File: config.mk
export PLATFORM = sky130hd
export DESIGN_NAME = smg_scan_driver
export DESIGN_NICKNAME = d
export VERILOG_FILES = /design/src/rtl/smg_scan_driver.sv
export SDC_FILE = /design/constraint.sdc
export NUM_CORES = 1
export LEC_CHECK = 0
export ABC_AREA = 1
export CORE_MARGIN = 10
export CORE_UTILIZATION = 47
export DETAILED_ROUTE_END_ITERATION = 6
export GPL_TIMING_DRIVEN = 0
export PLACE_DENSITY_LB_ADDON = 0.1
export SKIP_CTS_REPAIR_TIMING = 1
export SYNTH_ARGS = -nofsm -noshare
export SYNTH_HDL_FRONTEND = slang
export SYNTH_SLANG_ARGS = --single-unit
File: constraint.sdc
create_clock -name clk -period 2.06 [get_ports clk]
set_input_delay 0.412 -clock clk [delete_from_list [all_inputs] [get_ports clk]]
set_output_delay 0.412 -clock clk [all_outputs]
set_load 0.1 [all_outputs]
File: src/rtl/smg_scan_driver.sv
// Multiplexed seven-segment scan driver with shadowed inputs, hex decode,
// leading-zero blanking, per-digit decimal point and per-digit blink.
module smg_scan_driver #(
    parameter int DIGITS         = 6,
    parameter int SCAN_DIV       = 50000,
    parameter int BLINK_DIV      = 25000000,
    parameter int SEG_ACTIVE_LOW = 1,
    parameter int SEL_ACTIVE_LOW = 1
) (
    input  logic                  clk,
    input  logic                  rst,
    input  logic                  load,
    input  logic [4*DIGITS-1:0]   number_data,
    input  logic [DIGITS-1:0]     dp_en,
    input  logic [DIGITS-1:0]     blink_en,
    input  logic                  blank_lz,
    input  logic                  hex_mode,
    output logic [7:0]            smg_data,
    output logic [DIGITS-1:0]     smg_sel,
    output logic                  frame_done
);

    localparam int IW = (DIGITS > 1) ? $clog2(DIGITS) : 1;
    localparam int CW = $clog2(SCAN_DIV);
    localparam int BW = $clog2(BLINK_DIV);

    localparam logic [IW-1:0] IDX_MAX  = IW'(DIGITS - 1);
    localparam logic [CW-1:0] CNT_MAX  = CW'(SCAN_DIV - 1);
    localparam logic [BW-1:0] BCNT_MAX = BW'(BLINK_DIV - 1);

    localparam logic [7:0]        SEG_OFF = (SEG_ACTIVE_LOW != 0) ? 8'hFF : 8'h00;
    localparam logic [DIGITS-1:0] SEL_OFF = (SEL_ACTIVE_LOW != 0) ? '1 : '0;

    if (DIGITS < 1 || DIGITS > 8) begin : g_bad_digits
        $error("smg_scan_driver: DIGITS must be 1..8");
    end
    if (SCAN_DIV < 2) begin : g_bad_scan
        $error("smg_scan_driver: SCAN_DIV must be >= 2");
    end
    if (BLINK_DIV < 2) begin : g_bad_blink
        $error("smg_scan_driver: BLINK_DIV must be >= 2");
    end
    if (SEG_ACTIVE_LOW != 0 && SEG_ACTIVE_LOW != 1) begin : g_bad_segpol
        $error("smg_scan_driver: SEG_ACTIVE_LOW must be 0 or 1");
    end
    if (SEL_ACTIVE_LOW != 0 && SEL_ACTIVE_LOW != 1) begin : g_bad_selpol
        $error("smg_scan_driver: SEL_ACTIVE_LOW must be 0 or 1");
    end

    // Active-low g..a pattern; hex letters are blank unless hex mode is on
    function automatic logic [6:0] seg_lut(input logic [3:0] n, input logic hx);
        logic [6:0] s;
        case (n)
            4'h0:    s = 7'h40;
            4'h1:    s = 7'h79;
            4'h2:    s = 7'h24;
            4'h3:    s = 7'h30;
            4'h4:    s = 7'h19;
            4'h5:    s = 7'h12;
            4'h6:    s = 7'h02;
            4'h7:    s = 7'h78;
            4'h8:    s = 7'h00;
            4'h9:    s = 7'h10;
            4'hA:    s = hx ? 7'h08 : 7'h7F;
            4'hB:    s = hx ? 7'h03 : 7'h7F;
            4'hC:    s = hx ? 7'h46 : 7'h7F;
            4'hD:    s = hx ? 7'h21 : 7'h7F;
            4'hE:    s = hx ? 7'h06 : 7'h7F;
            default: s = hx ? 7'h0E : 7'h7F;
        endcase
        return s;
    endfunction

    logic [4*DIGITS-1:0] r_num;
    logic [DIGITS-1:0]   r_dp;
    logic [DIGITS-1:0]   r_blink;
    logic                r_blank_lz;
    logic                r_hex;
    logic [CW-1:0]       r_cnt;
    logic [IW-1:0]       r_idx;
    logic [BW-1:0]       r_bcnt;
    logic                r_phase;

    logic                w_adv;
    logic                w_wrap;
    logic [DIGITS-1:0]   w_zero;
    logic [3:0]          w_nib;
    logic [6:0]          w_seg;
    logic [7:0]          w_code;
    logic [DIGITS-1:0]   w_sel;

    assign w_adv  = (r_cnt == CNT_MAX);
    assign w_wrap = w_adv && (r_idx == IDX_MAX);

    always_ff @(posedge clk) begin
        if (rst) begin
            r_num      <= '0;
            r_dp       <= '0;
            r_blink    <= '0;
            r_blank_lz <= 1'b0;
            r_hex      <= 1'b0;
        end else if (load) begin
            r_num      <= number_data;
            r_dp       <= dp_en;
            r_blink    <= blink_en;
            r_blank_lz <= blank_lz;
            r_hex      <= hex_mode;
        end
    end

    always_ff @(posedge clk) begin
        if (rst) begin
            r_cnt <= '0;
            r_idx <= '0;
        end else if (w_adv) begin
            r_cnt <= '0;
            r_idx <= (r_idx == IDX_MAX) ? '0 : r_idx + 1'b1;
        end else begin
            r_cnt <= r_cnt + 1'b1;
        end
    end

    always_ff @(posedge clk) begin
        if (rst) begin
            r_bcnt  <= '0;
            r_phase <= 1'b0;
        end else if (r_bcnt == BCNT_MAX) begin
            r_bcnt  <= '0;
            r_phase <= ~r_phase;
        end else begin
            r_bcnt <= r_bcnt + 1'b1;
        end
    end

    // w_zero[i]: digit i and every digit above it hold zero
    always_comb begin
        logic v_run;
        v_run  = 1'b1;
        w_zero = '0;
        for (int i = DIGITS - 1; i >= 0; i--) begin
            v_run     = v_run & (r_num[4*i +: 4] == 4'd0);
            w_zero[i] = v_run;
        end
    end

    always_comb begin
        w_nib = r_num[{r_idx, 2'b00} +: 4];
        w_seg = seg_lut(w_nib, r_hex);
        if (r_blank_lz && (r_idx != '0) && w_zero[r_idx])
            w_seg = 7'h7F;
        w_code = {~r_dp[r_idx], w_seg};
        if (r_phase && r_blink[r_idx])
            w_code = 8'hFF;
        w_sel = DIGITS'(1) << r_idx;
    end

    always_ff @(posedge clk) begin
        if (rst) begin
            smg_data   <= SEG_OFF;
            smg_sel    <= SEL_OFF;
            frame_done <= 1'b0;
        end else begin
            smg_data   <= (SEG_ACTIVE_LOW != 0) ? w_code : ~w_code;
            smg_sel    <= (SEL_ACTIVE_LOW != 0) ? ~w_sel : w_sel;
            frame_done <= w_wrap;
        end
    end

endmodule

# Word-level counts from Yosys, hierarchy flattened

Cells that the tools add are included.

$add $sub $neg: 3
Order comparisons: 1
Equal/unequal tests: 17
Shift operators: 2
Mux-type cells: 14
Bitwise logic cells: 8
Reduce and logical (&&, ||, !) cells: 16

Operator list:

| kind                                                                  | number |
|---|---|
| 7-bit case mux with 15 select lines                                   | 1 |
| 7-bit two-way mux                                                     | 5 |
| 4-bit == test (second input constant)                                 | 7 |
| 4-bit zero test                                                       | 7 |
| 25-bit by 1-bit adder with 25-bit output (second input constant)      | 1 |
| 25-bit == test (second input constant)                                | 1 |
| 24-bit by 6-bit variable part select with 4-bit output                | 1 |
| 16-bit by 1-bit adder with 16-bit output (second input constant)      | 1 |
| 16-bit == test (second input constant)                                | 1 |
| 4-bit by 3-bit == test with 1-bit output (second input constant)      | 4 |
| 1-bit binary-select mux with 3-bit select                             | 3 |
| 4-bit by 2-bit == test with 1-bit output (second input constant)      | 2 |
| 6-bit two-way mux                                                     | 1 |
| 6-bit inverter                                                        | 1 |
| 2-bit OR reduction                                                    | 3 |
| 1-bit by 3-bit << shifter with 6-bit output (first input constant)    | 1 |
| 1-bit bitwise AND                                                     | 5 |
| 4-bit by 1-bit == test with 1-bit output (second input constant)      | 1 |
| 1-bit logical AND                                                     | 4 |
| 3-bit by 4-bit < comparator with 1-bit output (second input constant) | 1 |
| 3-bit by 1-bit adder with 3-bit output (second input constant)        | 1 |
| 3-bit == test (second input constant)                                 | 1 |
| 1-bit two-way mux                                                     | 3 |
| 3-bit two-way mux                                                     | 1 |
| 3 further kinds                                                       | 4 |

Flip-flop bits (word level): 98
Input bits: 41
Output and inout port bits: 15
Logic and storage cells: 74

# Longest topological paths before layout

Gate-level depths: netlist of run 1.

Depth in word-level cells: 10
Mapped depth: 16
Mapped depth without buffers: 14

# Worst setup path before layout of run 1

OpenSTA, ideal clock, no wires.

Path type: register to register
From: register r_cnt[0]
To: register r_cnt[9]
Setup time: 119 ps
Arrival time: 1484 ps
Data required time: 1941 ps
Path slack: 457 ps
Cell stages (with the launch flop): 10
Buffers on the path: 2
Clock period less this slack: 1603 ps
Path through: dfxtp_1 > ha_1 > nand2_1 > inv_1 > nand3b_1 > nor4_1 > or2_2 > buf_2 > buf_4 > a21oi_1

Word-level cells in the longest chain between the ends: 2
Elaborated cells on any way between the ends: 3
Those cells by class: add/sub (1); eq/ne (1); reduce/logical (1)

Ends and longest elaborated chain:

| element                                                                          | RTL line | RTL |
|---|---|---|
| start, declared                                                                  | 79       | `logic [CW-1:0] r_cnt;` |
| start signal, assigned                                                           | 119      | `r_cnt <= r_cnt + 1'b1;` |
| branches (longest 2 deep; another with 16-bit by 1-bit adder with 16-bit output) | --       |  |

Parallel ways; which one is timed is not known.
A chain may end at the register's enable or synchronous reset.

# Worst setup path in the final report of run 1

From: register smg_sel[0]
To: output port smg_sel[0]

RTL lines:

| element                | RTL line | RTL |
|---|---|---|
| start, declared        | 19       | `output logic [DIGITS-1:0] smg_sel,` |
| start signal, assigned | 164      | `smg_sel <= (SEL_ACTIVE_LOW != 0) ? ~w_sel : w_sel;` |

No word-level cell between the ends.

==> summary.md, run 1 <==
| Metric | Value |
|---|---|
| Maximum vdd drop | `0.2901 mV` |
| Total global-route track usage | `15.97%` |
| Layout area overhead | `19.42%` |
| Pleak | `0.002332 µW` |
| Crit-path slowest cell | `dlymetal6s2s_1` |
| Mean post-synth cell area | `6.978 µm²` |
| Worst-Margin Slew | `0.9845 ns` |
| Min-delay worst type | `flip-flop to flip-flop` |
| Routed Antenna Nets | `0` |
| CP top delay family | `buffers and inverters` |
| Clk_skew | `0.009229 ns` |
| RSZ-0062 raised after global routing | `false` |
| IO buf count | `55` |
| Post-synth EDFFs | `0` |
| # setup viols final | `0` |
| Synth async-reset ratio | `0%` |
| Crit path arrival time | `1.44 ns` |
| Die Span Y | `121.1 µm` |
| Top cell type's share of synthesized area | `40.87%` |
| Final TNS setup | `0 ns` |
| Fillers | `957` |
| Reg power frac | `54.9%` |
| Combinational share of power | `14.7%` |
| Clock Latency Late Sink | `0.36 ns` |
| Synth Register Bits | `98` |
| Final hold viol count | `0` |
| Pins over their slew limit | `0` |
| Crit path launch type | `flip-flop` |
| Largest net degree at the start of global routing | `16` |
| CTS H-Tree Depth | `3` |
| Row count | `36` |
| Vias per std cell | `5.011` |
| Layout cell share with drive strength beyond 1 | `11.21%` |
| MaxCap Viol Count | `0` |
| Crit path buf inv count | `1` |
| Initial DRC count | `384` |
| CTS root buf | `clkbuf_8` |
| Number of global-route vias before repair | `4258` |
| DRT Pass-1 Iters | `6` |
| Clock share of power | `30.4%` |
| Remaining Overflow, GRT | `0` |
| Slew headroom | `34.26%` |
| DRC Markers | `0` |
| Post-synthesis sequential area ratio | `40.87%` |
| Sw Share | `28.19%` |
| Hold WS | `0.4540 ns` |
| Maximum fanout along the worst path | `1` |
| Critical Path End Type | `output pin` |
| Num ports | `56` |
| Cells after Synth | `688` |
| Wire length per cell | `12.99 µm` |
| Worst-path cell chain | `dlymetal6s2s_1` |
| Worst path max stage delay | `0.75 ns` |
| Final period utilization | `89.68%` |
| Min cycle time layout | `1.847 ns` |
| Mapped cell area | `4801 µm²` |
| Clock-pin slew on the worst setup and hold paths | `0.09 ns` |
| DRT Wirelength | `11.57 mm` |
| Synth area leaders | `dfxtp_1, nand2_1, nor2_1` |
| Fmax | `541.3 MHz` |
| First-pass GRT wire length | `19.61 mm` |
| Post-synth cell types | `44` |
| Core area | `9864 µm²` |
| Synth area leader | `dfxtp_1` |
| Sw Pwr | `1032 µW` |
| Maximum root-to-sink buffer count | `2` |
| Die area | `14660 µm²` |
| Post-Syn Nets | `732` |
| Kind of critical path | `flip-flop to output pin` |
| Multi-input logic area | `2460 µm²` |
| Worst EP required | `1.65 ns` |
| CTS tree | `yes` |
| Initial antenna violation count | `0` |
| Starting Density | `48.67%` |
| Chip width | `121.1 µm` |
| Final Net Count | `798` |
| Main synth FF type | `dfxtp_1` |
| Cell Int Power | `2629 µW` |
| YS warnings | `0` |
| Diode count | `0` |
| Detailed Place HPWL | `8.872 mm` |
| Final GP Congestion | `0.8672` |
| Via count | `4465` |
| CTS Buf Count | `9` |
| Power Density | `638.7 nW/µm²` |
| FF/Latch Area | `1962 µm²` |
| Status | `completed` |
| CTS Sinks | `98` |
==> metal layers <==
layer  up-vias  track usage (%)  part of all wire [%]
li1       2346                -                     -
met5         -                0                     0
met4         0            5.053                   1.2
met2       102            23.84                    42
met3        14            4.746                   5.7
met1      2003            21.53                    51
==> cell usage after synthesis (3+ instances only) <==
cell type	instances
nand2_1	149
nor2_1	122
dfxtp_1	98
inv_1	58
o21ai_0	46
nand3_1	38
a21oi_1	34
nor3_1	17
clkbuf_1	12
nand2_2	11
nor4_1	10
nand4_1	8
inv_2	7
nor2_2	7
buf_2	6
or2_2	6
nand2_4	5
nor2_4	5
xor2_1	5
nand3_2	4
nor3b_1	4
buf_4	3
buf_6	3
ha_1	3
==> cell families after synthesis <==
family / count (synthesis) / synth area share [%]
compound gates: 94 / 10.63
simple gates: 395 / 38.39
xor+xnor: 6 / 1.095
buf+inv: 91 / 8.027
mux: 1 / 0.2085
fa+ha+maj: 3 / 0.7819
flops: 98 / 40.87
==> metrics by stage <==
| step | utilization [%] | setup WS, ns | cells | power (µW) | area (µm²) |
|---|---|---|---|---|---|
| 3_3_place_gp | 55.94 | -0.1539 | 876 | 2585 | 5518 |
| 5_1_grt | 58.12 | 0.009808 | 891 | 3836 | 5733 |
| 4_1_cts | 57.66 | -0.2246 | 891 | 3708 | 5688 |
| 6_report | 58.12 | 0.2125 | 891 | 3662 | 5733 |
| 3_5_place_dp | 55.94 | -0.2184 | 876 | 2593 | 5518 |
| 2_1_floorplan | - | 0.4568 | 688 | 2407 | 4801 |
==> placed cells by master (no fill, tap or decap), types with 11 or more instances in the layout <==
| cell | instances |
|---|---|
| a21oi_1 | 34 |
| clkbuf_1 | 12 |
| clkdlybuf4s50_1 | 40 |
| dfxtp_1 | 98 |
| dlymetal6s2s_1 | 15 |
| inv_1 | 58 |
| nand2_1 | 149 |
| nand2_2 | 11 |
| nand3_1 | 38 |
| nor2_1 | 122 |
| nor3_1 | 17 |
| o21ai_0 | 46 |
==> flip-flops by register name, summed over array words and instances, names as in the netlist <==
| signal | cells |
|---|---|
| r_num | 24 |
| r_hex | 1 |
| frame_done | 1 |
| r_dp | 6 |
| r_bcnt | 25 |
| r_cnt | 16 |
| r_blank_lz | 1 |
| r_idx | 3 |
| r_phase | 1 |
| smg_data | 8 |
| r_blink | 6 |
| smg_sel | 6 |
==> final timing paths <==
kind / start / end / slack (ns) / cells after the start
max: smg_sel[0] / smg_sel[0] / 0.21 / 1
min: r_bcnt[0] / r_bcnt[0] / 0.45 / 1
max reg2reg: r_cnt[0] / r_cnt[9] / 0.23 / 9
min reg2reg: r_bcnt[0] / r_bcnt[0] / 0.45 / 1
==> power by group through the flow <==
| stage | sequential (µW) | clock [µW] | combinational [µW] |
|---|---|---|---|
| final | 2010 | 1110 | 538 |
| after global routing | 2020 | 1220 | 591 |
| after CTS | 2010 | 1160 | 540 |
| after detailed placement | 2060 | 0 | 537 |
| after global placement | 2050 | 0 | 533 |
| after floorplan | 2180 | 0 | 231 |
==> layout make-up <==
class | count | share of cell area (%)
multi-input combinational | 499 | 42.91
timing repair buffer | 55 | 10.26
clock buffer | 11 | 2.466
clock inverter | 4 | 0.5020
sequential | 98 | 34.22
tap | 133 | 2.903
inverter | 67 | 4.430
buffer | 24 | 2.313
Note: power is estimated with default switching activity, not from simulation.
==> inputs of run 2 (changes only) <==
--- a/config.mk
+++ b/config.mk
@@ -6,11 +6,12 @@
 export NUM_CORES = 1
 export LEC_CHECK = 0
 export ABC_AREA = 1
+export ABC_CLOCK_PERIOD_IN_PS = 2060
 export CORE_MARGIN = 10
 export CORE_UTILIZATION = 47
 export DETAILED_ROUTE_END_ITERATION = 6
 export GPL_TIMING_DRIVEN = 0
-export PLACE_DENSITY_LB_ADDON = 0.1
+export PLACE_DENSITY = 0.68
 export SKIP_CTS_REPAIR_TIMING = 1
 export SYNTH_ARGS = -nofsm -noshare
 export SYNTH_HDL_FRONTEND = slang
==> run 2 against run 1 <==
Effect of this change:
- fmax down 0.53%
- worst hold slack worse by 0.0014 ns
- count of clock-buffer cells in the layout unchanged
- die area unchanged
- critical path type unchanged
- largest power group unchanged
- highest routed layer unchanged
==> summary.md, run 2 (synthesized netlist as in run 1, its figures left out) <==
| Metric | Value |
|---|---|
| Wire length per cell | `12.74 µm (-1.9%)` |
| Met2 WL post-DR | `5.080 mm (+5.2%)` |
| Pwr Total | `3687 µW (+0.68%)` |
| Crit-path slowest cell | `dlymetal6s2s_1` |
| Initial DRC count | `307 (-20%)` |
| Min-delay worst type | `flip-flop to flip-flop` |
| Worst-path cell chain | `dlymetal6s2s_1` |
| Maximum vdd drop | `0.3418 mV (+18%)` |
| CP top delay family | `buffers and inverters` |
| Vias per std cell | `5.004 (-0.13%)` |
| Power Density | `642.9 nW/µm² (+0.66%)` |
| Clk_skew | `0.01164 ns (+0.002414 ns)` |
| CTS H-Tree Depth | `3 (unchanged)` |
| Starting Density | `48.67% (unchanged)` |
| Crit path launch type | `flip-flop` |
| Clock Latency Late Sink | `0.36 ns (about the same)` |
| Critical Path Start | `smg_sel[2]` |
| Row count | `36 (unchanged)` |
| DR WL met3 | `663 µm (+1.1%)` |
| Worst R2R End | `r_cnt[3]` |
| Final GP Congestion | `0.9181 (+5.9%)` |
| Total global-route track usage | `15.85% (-0.12 points)` |
| # setup viols final | `0 (unchanged)` |
| DRT met1 WL | `5.445 mm (-8.5%)` |
| Via count | `4464 (-0.022%)` |
| Pleak | `0.002327 µW (-0.22%)` |
| Number of flip-flops in the largest register | `25 (unchanged)` |
| Final hold viol count | `0 (unchanged)` |
| Largest net degree at the start of global routing | `17 (+1)` |
| Crit path buf inv count | `1 (unchanged)` |
| Pins over their slew limit | `0 (unchanged)` |
| Routed Antenna Nets | `0 (unchanged)` |
| Top sig layer | `met4` |
| Chip width | `121.1 µm (unchanged)` |
| Die area | `14660 µm² (unchanged)` |
| Crit path arrival time | `1.45 ns (about the same)` |
| Maximum fanout along the worst path | `1 (unchanged)` |
| Fmax | `538.4 MHz (-0.53%)` |
| Final period utilization | `90.16% (+0.48 points)` |
| Final setup margin | `0.2027 ns (-0.009788 ns)` |
| Final Net Count | `798 (unchanged)` |
| CTS root buf | `clkbuf_8` |
| Dpl cell area | `5518 µm² (unchanged)` |
| DRT Pass-1 Iters | `5 (-1)` |
| Worst setup path endpoint | `smg_sel[2]` |
| Worst path max stage delay | `0.75 ns (about the same)` |
| Initial antenna violation count | `0 (unchanged)` |
| Register-to-register setup slack | `0.22 ns (about the same)` |
| First-pass GRT wire length | `19.51 mm (-0.53%)` |
| MaxCap Viol Count | `0 (unchanged)` |
| Largest register by flop count | `r_bcnt` |
| Kind of critical path | `flip-flop to output pin` |
| Diode count | `0 (unchanged)` |
| Number of global-route vias before repair | `4307 (+1.2%)` |
| Worst Hold Depth | `1 (unchanged)` |
| Slew headroom | `34.28% (about the same)` |
| Place WS | `-0.2230 ns (-0.004601 ns)` |
| Worst EP required | `1.65 ns (about the same)` |
| Layout area overhead | `19.44% (about the same)` |
| Detailed Place HPWL | `8.748 mm (-1.4%)` |
| Top flop regs | `r_bcnt: 25 flops, r_num: 24 flops, r_cnt: 16 flops` |
| RSZ-0062 raised after global routing | `false` |
| Critical Path End Type | `output pin` |
| Final Util | `58.13% (about the same)` |
| DRC Markers | `0 (unchanged)` |
| Status | `completed` |
| CTS Sinks | `98 (unchanged)` |
| Final Cell Area | `5734 µm² (about the same)` |
| Maximum root-to-sink buffer count | `2 (unchanged)` |
| Reg2reg path depth | `9 (unchanged)` |
| Num ports | `56 (unchanged)` |
| Min cycle time layout | `1.857 ns (+0.009788 ns)` |
| Most common cell after layout, fill and taps aside | `nand2_1` |
| Most frequent cells in the layout | `nand2_1, nor2_1, dfxtp_1` |
| CTS Buf Count | `9 (unchanged)` |
| Layout cell share with drive strength beyond 1 | `11.20% (-0.015 points)` |
| CTS tree | `yes` |
| DRT Wirelength | `11.36 mm (-1.8%)` |
| Worst-Margin Slew | `0.9843 ns (-0.0002383 ns)` |
| Die Span Y | `121.1 µm (unchanged)` |
| Remaining Overflow, GRT | `0 (unchanged)` |
| Worst path depth | `1 (unchanged)` |
| R2R Path Start | `r_cnt[0]` |
| Core area | `9864 µm² (unchanged)` |
| Clock-pin slew on the worst setup and hold paths | `0.10 ns (about the same)` |
| IO buf count | `55 (unchanged)` |
| Hold WS | `0.4526 ns (-0.001425 ns)` |
==> run 2: cell count changes in the layout (fill, tap and decap cells not counted), sizes merged <==
cell      change
inv           +1
clkinv        -1
clkinvlp      +1
==> run 2: layout make-up <==
| cell class | count | area [µm²] |
|---|---|---|
| inverters | 67 | 254.0 |
| multi-input cells | 499 | 2460 |
| clock inverters | 5 | 40.04 |
| plain buffers | 24 | 132.6 |
| fillers | 947 | 4130 |
| well taps | 133 | 166.4 |
| flip-flops and latches | 98 | 1962 |
| repair buffers | 55 | 588.1 |
| clock buffers | 11 | 131.4 |
==> run 2: layer usage <==
metal | GRT usage, % | up-vias
met3 | 4.188 | 16
met2 | 25.24 | 112
met1 | 20.29 | 1992
li1 | - | 2344
met5 | 0 | -
met4 | 5.279 | 0
==> run 2: worst min path at each step <==
stage	start	endpoint	slack (ns)
finish	r_cnt[0]	r_cnt[0]	0.45
floorplan	r_cnt[0]	r_cnt[0]	0.42
detailed placement	r_bcnt[0]	r_bcnt[0]	0.43
global placement	r_cnt[0]	r_cnt[0]	0.43
global route	r_cnt[0]	r_cnt[0]	0.47
CTS	r_bcnt[0]	r_bcnt[0]	0.46
==> run 2: power breakdown <==
part	switching, µW	total [µW]	internal [µW]
clock	690	1140	447
combinational	348	539	191
sequential	39.0	2010	1970
==> run 2: through the flow <==
step	instances	TNS, ns
final	892	0
after global routing	892	0
after detailed placement	876	-2.658
after global placement	876	-2.186
after floorplan	688	0
after CTS	892	-2.741
